==> config.mk <==
export PLATFORM = sky130hd
export DESIGN_NAME = up_bus_arbiter_2to1
export DESIGN_NICKNAME = d
export VERILOG_FILES = /design/src/rtl/up_bus_arbiter_2to1.sv
export SDC_FILE = /design/constraint.sdc
export NUM_CORES = 1
export LEC_CHECK = 0
export BUFFER_PORTS_ARGS = -buffer_cell sky130_fd_sc_hd__buf_4
export CAP_MARGIN = 20
export CELL_PAD_IN_SITES_DETAIL_PLACEMENT = 0
export CELL_PAD_IN_SITES_GLOBAL_PLACEMENT = 1
export CORE_MARGIN = 2
export CORE_UTILIZATION = 30
export CTS_BUF_LIST = sky130_fd_sc_hd__clkbuf_4 sky130_fd_sc_hd__clkbuf_8
export CTS_CLUSTER_DIAMETER = 50
export CTS_CLUSTER_SIZE = 8
export DETAILED_ROUTE_END_ITERATION = 6
export GPL_ROUTABILITY_DRIVEN = 0
export PLACE_DENSITY = 0.59
export SLEW_MARGIN = 20
export SYNTH_ARGS = -nofsm -noshare
export SYNTH_HDL_FRONTEND = slang
export SYNTH_SLANG_ARGS = --single-unit
==> constraint.sdc <==
create_clock -name aclk -period 2.37 [get_ports aclk]
set_input_delay 0.3555 -clock aclk [delete_from_list [all_inputs] [get_ports aclk]]
set_output_delay 0.3555 -clock aclk [all_outputs]
set_load 0.005 [all_outputs]
==> src/rtl/up_bus_arbiter_2to1.sv <==
// rtl/up_bus_arbiter_2to1.sv - two-master round-robin arbiter for the up_* register bus
module up_bus_arbiter_2to1 #(
    parameter int                      C_ADDR_WIDTH   = 10,
    parameter int                      C_DATA_WIDTH   = 32,
    parameter int                      C_TIMEOUT      = 255,
    parameter logic [C_DATA_WIDTH-1:0] C_TIMEOUT_DATA = 32'hDEADBEEF
) (
    input  logic                          aclk,
    input  logic                          aresetn,
    input  logic [2*C_ADDR_WIDTH-1:0]     m_wr_addr,
    input  logic [1:0]                    m_wr_req,
    input  logic [2*(C_DATA_WIDTH/8)-1:0] m_wr_be,
    input  logic [2*C_DATA_WIDTH-1:0]     m_wr_din,
    output logic [1:0]                    m_wr_ack,
    input  logic [2*C_ADDR_WIDTH-1:0]     m_rd_addr,
    input  logic [1:0]                    m_rd_req,
    output logic [2*C_DATA_WIDTH-1:0]     m_rd_dout,
    output logic [1:0]                    m_rd_ack,
    output logic [C_ADDR_WIDTH-1:0]       s_wr_addr,
    output logic                          s_wr_req,
    output logic [C_DATA_WIDTH/8-1:0]     s_wr_be,
    output logic [C_DATA_WIDTH-1:0]       s_wr_din,
    input  logic                          s_wr_ack,
    output logic [C_ADDR_WIDTH-1:0]       s_rd_addr,
    output logic                          s_rd_req,
    input  logic [C_DATA_WIDTH-1:0]       s_rd_dout,
    input  logic                          s_rd_ack,
    output logic                          timeout_pulse
);

    localparam int         BW      = C_DATA_WIDTH / 8;
    localparam logic [15:0] TO_LOAD = 16'(C_TIMEOUT);

    typedef enum logic [1:0] {
        ST_IDLE,
        ST_ISSUE,
        ST_WAIT
    } state_t;

    state_t state, state_nxt;

    logic [1:0]              wr_pend, rd_pend;
    logic [C_ADDR_WIDTH-1:0] wr_addr_q [2];
    logic [C_ADDR_WIDTH-1:0] rd_addr_q [2];
    logic [BW-1:0]           wr_be_q   [2];
    logic [C_DATA_WIDTH-1:0] wr_din_q  [2];
    logic [C_DATA_WIDTH-1:0] rd_data_q [2];

    logic [C_ADDR_WIDTH-1:0] wr_addr_in [2];
    logic [C_ADDR_WIDTH-1:0] rd_addr_in [2];
    logic [BW-1:0]           wr_be_in   [2];
    logic [C_DATA_WIDTH-1:0] wr_din_in  [2];

    logic        gnt_m, gnt_m_nxt, gnt_wr, gnt_wr_nxt, rr;
    logic [15:0] cnt;
    logic        grant, cnt_ld, cnt_dec, fin, fin_to;
    logic        any0, any1, ack_busy, slv_ack;

    always_comb begin
        for (int k = 0; k < 2; k++) begin
            wr_addr_in[k] = m_wr_addr[k*C_ADDR_WIDTH +: C_ADDR_WIDTH];
            rd_addr_in[k] = m_rd_addr[k*C_ADDR_WIDTH +: C_ADDR_WIDTH];
            wr_be_in[k]   = m_wr_be[k*BW +: BW];
            wr_din_in[k]  = m_wr_din[k*C_DATA_WIDTH +: C_DATA_WIDTH];
        end
    end

    assign m_rd_dout = {rd_data_q[1], rd_data_q[0]};

    // The ack cycle is also the slot-clear cycle, so arbitration sits it out.
    assign ack_busy = (|m_wr_ack) | (|m_rd_ack);
    assign slv_ack  = gnt_wr ? s_wr_ack : s_rd_ack;

    always_ff @(posedge aclk or negedge aresetn) begin
        if (!aresetn) begin
            state  <= ST_IDLE;
            gnt_m  <= 1'b0;
            gnt_wr <= 1'b0;
        end else begin
            state  <= state_nxt;
            gnt_m  <= gnt_m_nxt;
            gnt_wr <= gnt_wr_nxt;
        end
    end

    always_comb begin
        state_nxt  = state;
        gnt_m_nxt  = gnt_m;
        gnt_wr_nxt = gnt_wr;
        grant      = 1'b0;
        cnt_ld     = 1'b0;
        cnt_dec    = 1'b0;
        fin        = 1'b0;
        fin_to     = 1'b0;
        any0       = wr_pend[0] | rd_pend[0];
        any1       = wr_pend[1] | rd_pend[1];
        case (state)
            ST_IDLE: begin
                if (!ack_busy && (any0 || any1)) begin
                    gnt_m_nxt  = (any0 && any1) ? rr : any1;
                    gnt_wr_nxt = wr_pend[gnt_m_nxt];
                    grant      = 1'b1;
                    state_nxt  = ST_ISSUE;
                end
            end
            ST_ISSUE: begin
                cnt_ld    = 1'b1;
                state_nxt = ST_WAIT;
            end
            ST_WAIT: begin
                if (slv_ack) begin
                    fin       = 1'b1;
                    state_nxt = ST_IDLE;
                end else if (cnt == 16'd1) begin
                    fin       = 1'b1;
                    fin_to    = 1'b1;
                    state_nxt = ST_IDLE;
                end else begin
                    cnt_dec = 1'b1;
                end
            end
            default: state_nxt = ST_IDLE;
        endcase
    end

    always_ff @(posedge aclk or negedge aresetn) begin
        if (!aresetn) begin
            wr_pend       <= '0;
            rd_pend       <= '0;
            for (int k = 0; k < 2; k++) begin
                wr_addr_q[k] <= '0;
                rd_addr_q[k] <= '0;
                wr_be_q[k]   <= '0;
                wr_din_q[k]  <= '0;
                rd_data_q[k] <= '0;
            end
            rr            <= 1'b0;
            cnt           <= '0;
            s_wr_addr     <= '0;
            s_wr_req      <= 1'b0;
            s_wr_be       <= '0;
            s_wr_din      <= '0;
            s_rd_addr     <= '0;
            s_rd_req      <= 1'b0;
            m_wr_ack      <= '0;
            m_rd_ack      <= '0;
            timeout_pulse <= 1'b0;
        end else begin
            // A request landing in its slot's ack cycle refills the slot.
            for (int k = 0; k < 2; k++) begin
                if (m_wr_req[k] && (!wr_pend[k] || m_wr_ack[k])) begin
                    wr_pend[k]   <= 1'b1;
                    wr_addr_q[k] <= wr_addr_in[k];
                    wr_be_q[k]   <= wr_be_in[k];
                    wr_din_q[k]  <= wr_din_in[k];
                end else if (m_wr_ack[k]) begin
                    wr_pend[k] <= 1'b0;
                end
                if (m_rd_req[k] && (!rd_pend[k] || m_rd_ack[k])) begin
                    rd_pend[k]   <= 1'b1;
                    rd_addr_q[k] <= rd_addr_in[k];
                end else if (m_rd_ack[k]) begin
                    rd_pend[k] <= 1'b0;
                end
            end

            if (ack_busy)
                rr <= ~gnt_m;

            s_wr_req <= 1'b0;
            s_rd_req <= 1'b0;
            if (grant) begin
                if (gnt_wr_nxt) begin
                    s_wr_addr <= wr_addr_q[gnt_m_nxt];
                    s_wr_be   <= wr_be_q[gnt_m_nxt];
                    s_wr_din  <= wr_din_q[gnt_m_nxt];
                    s_wr_req  <= 1'b1;
                end else begin
                    s_rd_addr <= rd_addr_q[gnt_m_nxt];
                    s_rd_req  <= 1'b1;
                end
            end

            if (cnt_ld)
                cnt <= TO_LOAD;
            else if (cnt_dec)
                cnt <= cnt - 16'd1;

            m_wr_ack      <= '0;
            m_rd_ack      <= '0;
            timeout_pulse <= 1'b0;
            if (fin) begin
                timeout_pulse <= fin_to;
                if (gnt_wr) begin
                    m_wr_ack[gnt_m] <= 1'b1;
                end else begin
                    m_rd_ack[gnt_m]  <= 1'b1;
                    rd_data_q[gnt_m] <= fin_to ? C_TIMEOUT_DATA : s_rd_dout;
                end
            end
        end
    end

endmodule

==> results of run 1 <==
[routing by layer]
| layer | track usage (%) | vias to the layer above |
|---|---|---|
| li1 | - | 4075 |
| met1 | 23.5 | 4365 |
| met2 | 28.3 | 245 |
| met3 | 3.31 | 67 |
| met4 | 7.29 | 0 |
| met5 | 0 | - |
[cells in the mapped netlist, types with 2 or more instances]
master,number,area [um2]
buf_4,9,67.6
a21oi_1,12,60.1
inv_2,2,7.51
or2_2,3,18.8
dfrtp_1,264,6610
o211ai_1,2,15.0
nor3_1,5,25.0
o21ai_0,16,80.1
and4_1,2,17.5
nand2b_1,14,87.6
a32o_1,16,160
nand2_1,20,75.1
mux2i_1,9,90.1
buf_2,13,65.1
clkbuf_1,39,146
buf_6,7,78.8
nor2_1,60,225
or4_1,5,37.5
o31a_1,2,17.5
and3_1,2,12.5
a31oi_1,59,369
nor2b_1,2,12.5
o32a_1,48,480
nor4_1,5,31.3
mux2_2,113,1270
o21ai_1,44,220
nand4_1,4,25.0
a311oi_1,2,17.5
or3_1,2,12.5
inv_1,4,15.0
ha_1,2,25.0
nand3_1,60,300
o211ai_2,2,25.0
nor3b_1,4,30.0
[worst min-delay path by stage]
stage	start	endpoint	slack, ps
after floorplan	aresetn	cnt[0]	60
after global placement	aresetn	m_rd_dout[45]	370
after detailed placement	aresetn	m_rd_dout[12]	360
after CTS	m_rd_addr[13]	rd_addr_q[3]	0.5
after global routing	s_rd_dout[12]	m_rd_dout[44]	20
final	m_wr_be[0]	wr_be_q[4]	50
[report_power, final]
part	leakage (nW)	switching (mW)	internal (mW)	total [mW]
registers	3.23	1.11	6.45	7.56
logic	3.47	3.78	3.82	7.60
clock network	0.403	1.80	2.10	3.90
total	7.10	6.69	12.4	19.1
[sequential cells by signal, indices dropped and copies added, names as in the netlist, 4 cells and up]
| signal | cells |
|---|---|
| m_rd_dout | 64 |
| wr_din_q | 64 |
| s_wr_din | 32 |
| rd_addr_q | 20 |
| wr_addr_q | 20 |
| cnt | 16 |
| s_rd_addr | 10 |
| s_wr_addr | 10 |
| wr_be_q | 8 |
| s_wr_be | 4 |
[critical path: stages (launching register included)]
cell and delay [ps]:
dfrtp_1 390, or4_1 710, o31a_2 460, buf_4 230, o21ai_0 190, a31oi_1 100
[cells in the final DEF (no fill, tap or decap), types with 3 or more instances in the layout]
cell type      instances
nor2_1                59
nand2b_1              14
or2_2                  3
clkinvlp_4             3
diode_2                3
dfrtp_1              264
or4_1                  5
mux2_2               113
inv_1                  4
nand2_1               18
a31oi_1               59
nor3b_1                4
o32a_1                48
mux2i_1                9
o21ai_1               44
a32o_1                16
clkbuf_8              47
buf_12                12
nand4_1                4
dlygate4sd3_1        133
clkbuf_4               6
nor4_1                 5
buf_4                299
nor3_1                 5
nand3_1               60
a21oi_1               12
o21ai_0               16
[logic make-up after synthesis]
| kind of cell | count (synthesis) | share of synthesized area (%) |
|---|---|---|
| DFF | 264 | 60.8 |
| buffers and inverters | 74 | 3.50 |
| adders and majority gates | 2 | 0.230 |
| AOI/OAI and AO/OA | 213 | 14.3 |
| muxes | 122 | 12.5 |
| and+or+nand+nor | 191 | 8.64 |
[cell type report]
class	instances	area, um2	area share [%]
clock buffer	53	692	4.39
sequential	264	6610	41.9
timing repair buffer	445	3830	24.3
inverter	6	22.5	0.143
antenna	3	7.51	0.0477
multi-input combinational	528	3920	24.9
tap	461	577	3.66
clock inverter	7	96.3	0.612
[metrics by stage]
step / cells / hold WS, ps / worst slack [ps] / cell area [um2]
3_3_place_gp: 1571 / 366 / 164 / 13600
3_5_place_dp: 1571 / 363 / 161 / 13600
4_1_cts: 1764 / 0.489 / 141 / 15700
5_1_grt: 1766 / 17.0 / 16.4 / 15800
6_report: 1767 / 48.6 / 141 / 15800
2_1_floorplan: 866 / 59.9 / 381 / 10900
[what timing repair did]
action / in CTS / in global routing
hold endpoints to repair: 213 / 0
buffers inserted: 0 / 0
hold buffers: 133 / 0
==> impl_metrics.toml, run 1 <==
[drt]
vias = 8752
dr_wl_met2_um = 15700
route.detailed.drc = 18
wl_per_cell_um = 18.8
highest-signal-layer = "met4"
antenna_left = 0
dr.pass1.iters = 7
viasPerCell = 4.95
drtIter0Drc = 468
wl_met1_um = 14700
routed_wl_um = 33200
wl_met3_um = 1650

[clock_tree]
clockRootBuffer = "clkbuf_8"
cts-resized-gates = 0
cts_tree = "yes"
cts.sinks = 264
clk_latency_ps = 570
cts_htree_levels = 2
numCtsBuffers = 42
path_clk_slew_ps = 70
cts_buffer_depth = 3

[timing]
fmax_mhz = 449
tns_ps = 0
fin_crit_ps = 2230
slew_headroom_pct = 56.1
finalHoldViolCount = 0
slew_violations = 0
rsz0062_at_grt = "false"
finalSetupViolCount = 0
worst_slew_pin_slew_ps = 658
fin_worst_skew_ps = 30.9
timing.final.crit_share_pct = 94.1

[worst_setup_path]
r2r_start = "m_wr_ack[1]"
arrival_ps = 2650
cp-startpoint = "m_wr_ack[1]"
reg2reg_to = "s_rd_addr[2]"
cp-end-kind = "register"
timing_worst_setup_path_type = "register to register"
r2r_cells = 5
cp-start-kind = "register"
crit_path_end = "s_rd_addr[2]"
cp_max_fo = 19
worstPathRequired_ps = 2790
r2r_slack_ps = 140

[run]
maxCapViolCount = 0

[power]
leakage_nw = 7.10
p_total_mw = 19.1
ir_drop_v = 0.000966
power-per-cell-area_nw_per_um2 = 1210

[yosys]
synthesis.nets = 1020
async_flop_share_pct = 100
syn_inst = 866
synth_flop_cell = "dfrtp_1"
ys_warn_count = 0
ys_ff_latch = 264
synth.avg_cell_area_um2 = 12.5
synth_cell_types = 47
synth_edf_count = 0
seq_area_frac_synth_pct = 60.8
syn_area_um2 = 10900

[hold_path]
min_path_cells = 2
hp-class = "input pin to register"

[run_status]
violations = "DRC"
outcome = "finished, violations left"

[global_route]
grt_max_degree = 94
grt_pass1_vias = 9265
overflow = 0
track_usage_pct = 17.6
grt_pass1_wl_um = 52700
antenna_found_initial = 2

[die]
dieArea_um2 = 37800
die_w_um = 194
pin_count = 279
initial_utilization_pct = 30.5
row_count = 69
die_y_um = 194
core_area_um2 = 35700

[cells_and_area]
nFillCells = 3366
fin_nets = 1441
final_util_pct = 44.2
area.growth.synth_to_final_pct = 45.0
drive_above_1_share_pct = 38.5

[placement]
hpwl_um = 21200
numPortBuffers = 278
(Power assumes the default switching activity.)
==> run 2, diff against run 1 <==
--- a/config.mk
+++ b/config.mk
@@ -10,13 +10,13 @@
 export CELL_PAD_IN_SITES_DETAIL_PLACEMENT = 0
 export CELL_PAD_IN_SITES_GLOBAL_PLACEMENT = 1
 export CORE_MARGIN = 2
-export CORE_UTILIZATION = 30
+export CORE_UTILIZATION = 43
 export CTS_BUF_LIST = sky130_fd_sc_hd__clkbuf_4 sky130_fd_sc_hd__clkbuf_8
 export CTS_CLUSTER_DIAMETER = 50
 export CTS_CLUSTER_SIZE = 8
 export DETAILED_ROUTE_END_ITERATION = 6
 export GPL_ROUTABILITY_DRIVEN = 0
-export PLACE_DENSITY = 0.59
+export PLACE_DENSITY = 0.81
 export SLEW_MARGIN = 20
 export SYNTH_ARGS = -nofsm -noshare
 export SYNTH_HDL_FRONTEND = slang
==> run 2 against run 1 <==
  * Sequential cell count unchanged
  * Routed wire length decreased by 15%
  * Global-route usage increased by 3.3 points
  * Combinational power decreased by 4.7%
  * Hold slack got worse by 16 ps
  * Critical path depth unchanged
  * Setup slack improved by 8.7 ps
  * Die area decreased by 30%
  * Largest cell class unchanged
  * The flow now finishes without violations
  * Utilization increased by 12 points
  * Total power decreased by 5.8%
==> impl_metrics.toml, run 2 (synthesis results as in run 1) <==
[worst_setup_path]
r2r_cells = 5
cp_max_fo = 57
timing_worst_setup_path_type = "register to register"
r2r_start = "m_wr_ack[1]"
arrival_ps = 2650
cp-start-kind = "register"
reg2reg_to = "s_wr_din[16]"
worstPathRequired_ps = 2800
cp-end-kind = "register"
r2r_slack_ps = 150

[die]
row_count = 58
die_y_um = 163
pin_count = 279
core_area_um2 = 25000
initial_utilization_pct = 43.5
die_w_um = 163
dieArea_um2 = 26600

[placement]
hpwl_um = 18600
numPortBuffers = 278
dpl_cell_area_um2 = 13400
dp_cells = 1435

[drt]
dr.pass1.iters = 5
wl_per_cell_um = 19.0
antenna_left = 0
drtIter0Drc = 562
routed_wl_um = 28300
vias = 8224
route.detailed.drc = 0
viasPerCell = 5.54

[hold_path]
min_to = "rd_pend[0]"
hold_path_startpoint = "m_rd_req[0]"
hp-class = "input pin to register"
min_path_cells = 2

[cells_and_area]
seq_area_um2 = 6610
mostFrequentLayoutCells = "buf_4, dfrtp_1, mux2_2, nor2_1, nand3_1"
multi_input_area_um2 = 3920
final_area_um2 = 14000
area.growth.synth_to_final_pct = 29.0
fin_nets = 1301
nFillCells = 2174
antenna_cells = 0
final_util_pct = 56.2
final_common_cell = "buf_4"
drive_above_1_share_pct = 41.9
instances_no_fill = 1484

[global_route]
grt_pass1_vias = 8188
gr-usage-met2_pct = 33.5
gr-usage-met1_pct = 28.8
track_usage_pct = 21.0
grt_pass1_wl_um = 44400
antenna_found_initial = 0
overflow = 0
globalRouteMet3Util_pct = 3.72
busiest_layer = "met2"
grt_max_degree = 94

[clock_tree]
path_clk_slew_ps = 60
cts_tree = "yes"
numCtsBuffers = 39
clockRootBuffer = "clkbuf_8"
cts.sinks = 264
cts_buffer_depth = 3
clk_latency_ps = 530
cts_htree_levels = 2
cts-resized-gates = 0

[power]
leakage_nw = 6.43
ir_drop_v = 0.000716
power-per-cell-area_nw_per_um2 = 1280
p_total_mw = 18.0

[timing]
finalHoldViolCount = 0
fin_worst_skew_ps = 23.0
worst_slew_pin_slew_ps = 1040
finalSetupViolCount = 0
timing.final.crit_share_pct = 93.7
tns_ps = 0
slew_violations = 0
fmax_mhz = 450
fin_crit_ps = 2220
rsz0062_at_grt = "false"
slew_headroom_pct = 30.1

[run]
maxCapViolCount = 0

[run_status]
outcome = "complete, no violations"
run 2: cell count changes in the layout (fill, tap and decap cells not counted):
cell / delta
diode_2: -3
clkbuf_8: -8
buf_4: -3
dlygate4sd3_1: -132
clkbuf_4: -1
clkinv_8: +1
bufinv_16: -2
buf_12: -2
nor2_2: -1
clkinvlp_4: -2
nor2_1: +1
run 2: per-stage QoR:
step,worst slack (ps),hold slack (ps)
finish,150,32.8
global route,7.03,8.33
CTS,164,1.96
detailed placement,177,380
global placement,222,379
floorplan,381,59.9
run 2: per-layer routing:
| metal | wire [um] | part of all wire [%] |
|---|---|---|
| met1 | 12000 | 43 |
| met2 | 13800 | 49 |
| met3 | 1540 | 5.5 |
| met4 | 932 | 3.3 |
| met5 | 0 | 0 |
run 2: power by group:
group | switching (mW) | internal, mW | total (mW)
clock | 1.61 | 1.58 | 3.19
combinational | 3.60 | 3.64 | 7.24
sequential | 1.09 | 6.45 | 7.53
total | 6.30 | 11.7 | 18.0
run 2: critical path, cell delays in order, from the launching register on:
cell     delay, ps
dfrtp_1        400
or4_1          700
o31ai_4        330
buf_12         320
nand3_1        120
a31oi_1        210
run 2: what timing repair did:
| action | in CTS | in global routing |
|---|---|---|
| hold endpoints to repair | 67 | 0 |
| hold buffers | 1 | 0 |
| setup buffers | 0 | 0 |
run 2: cell type report:
cell class	count	share of cell area, %
repair buffers	308	17.5
clock inverters	4	0.268
inverters	6	0.161
well taps	330	2.95
multi-input cells	528	27.9
clock buffers	44	4.10
flip-flops and latches	264	47.1
run 2: how the worst max path moves through the flow:
stage	startpoint	to	slack [ps]	depth (start not counted)
after floorplan	m_wr_ack[1]	s_wr_be[0]	380	7
after global placement	m_wr_ack[1]	s_wr_din[2]	220	5
after detailed placement	m_wr_ack[1]	s_wr_din[19]	180	5
after CTS	m_wr_ack[1]	s_wr_din[2]	160	5
after global routing	m_wr_ack[1]	s_wr_addr[0]	7	5
final	m_wr_ack[1]	s_wr_din[16]	150	5
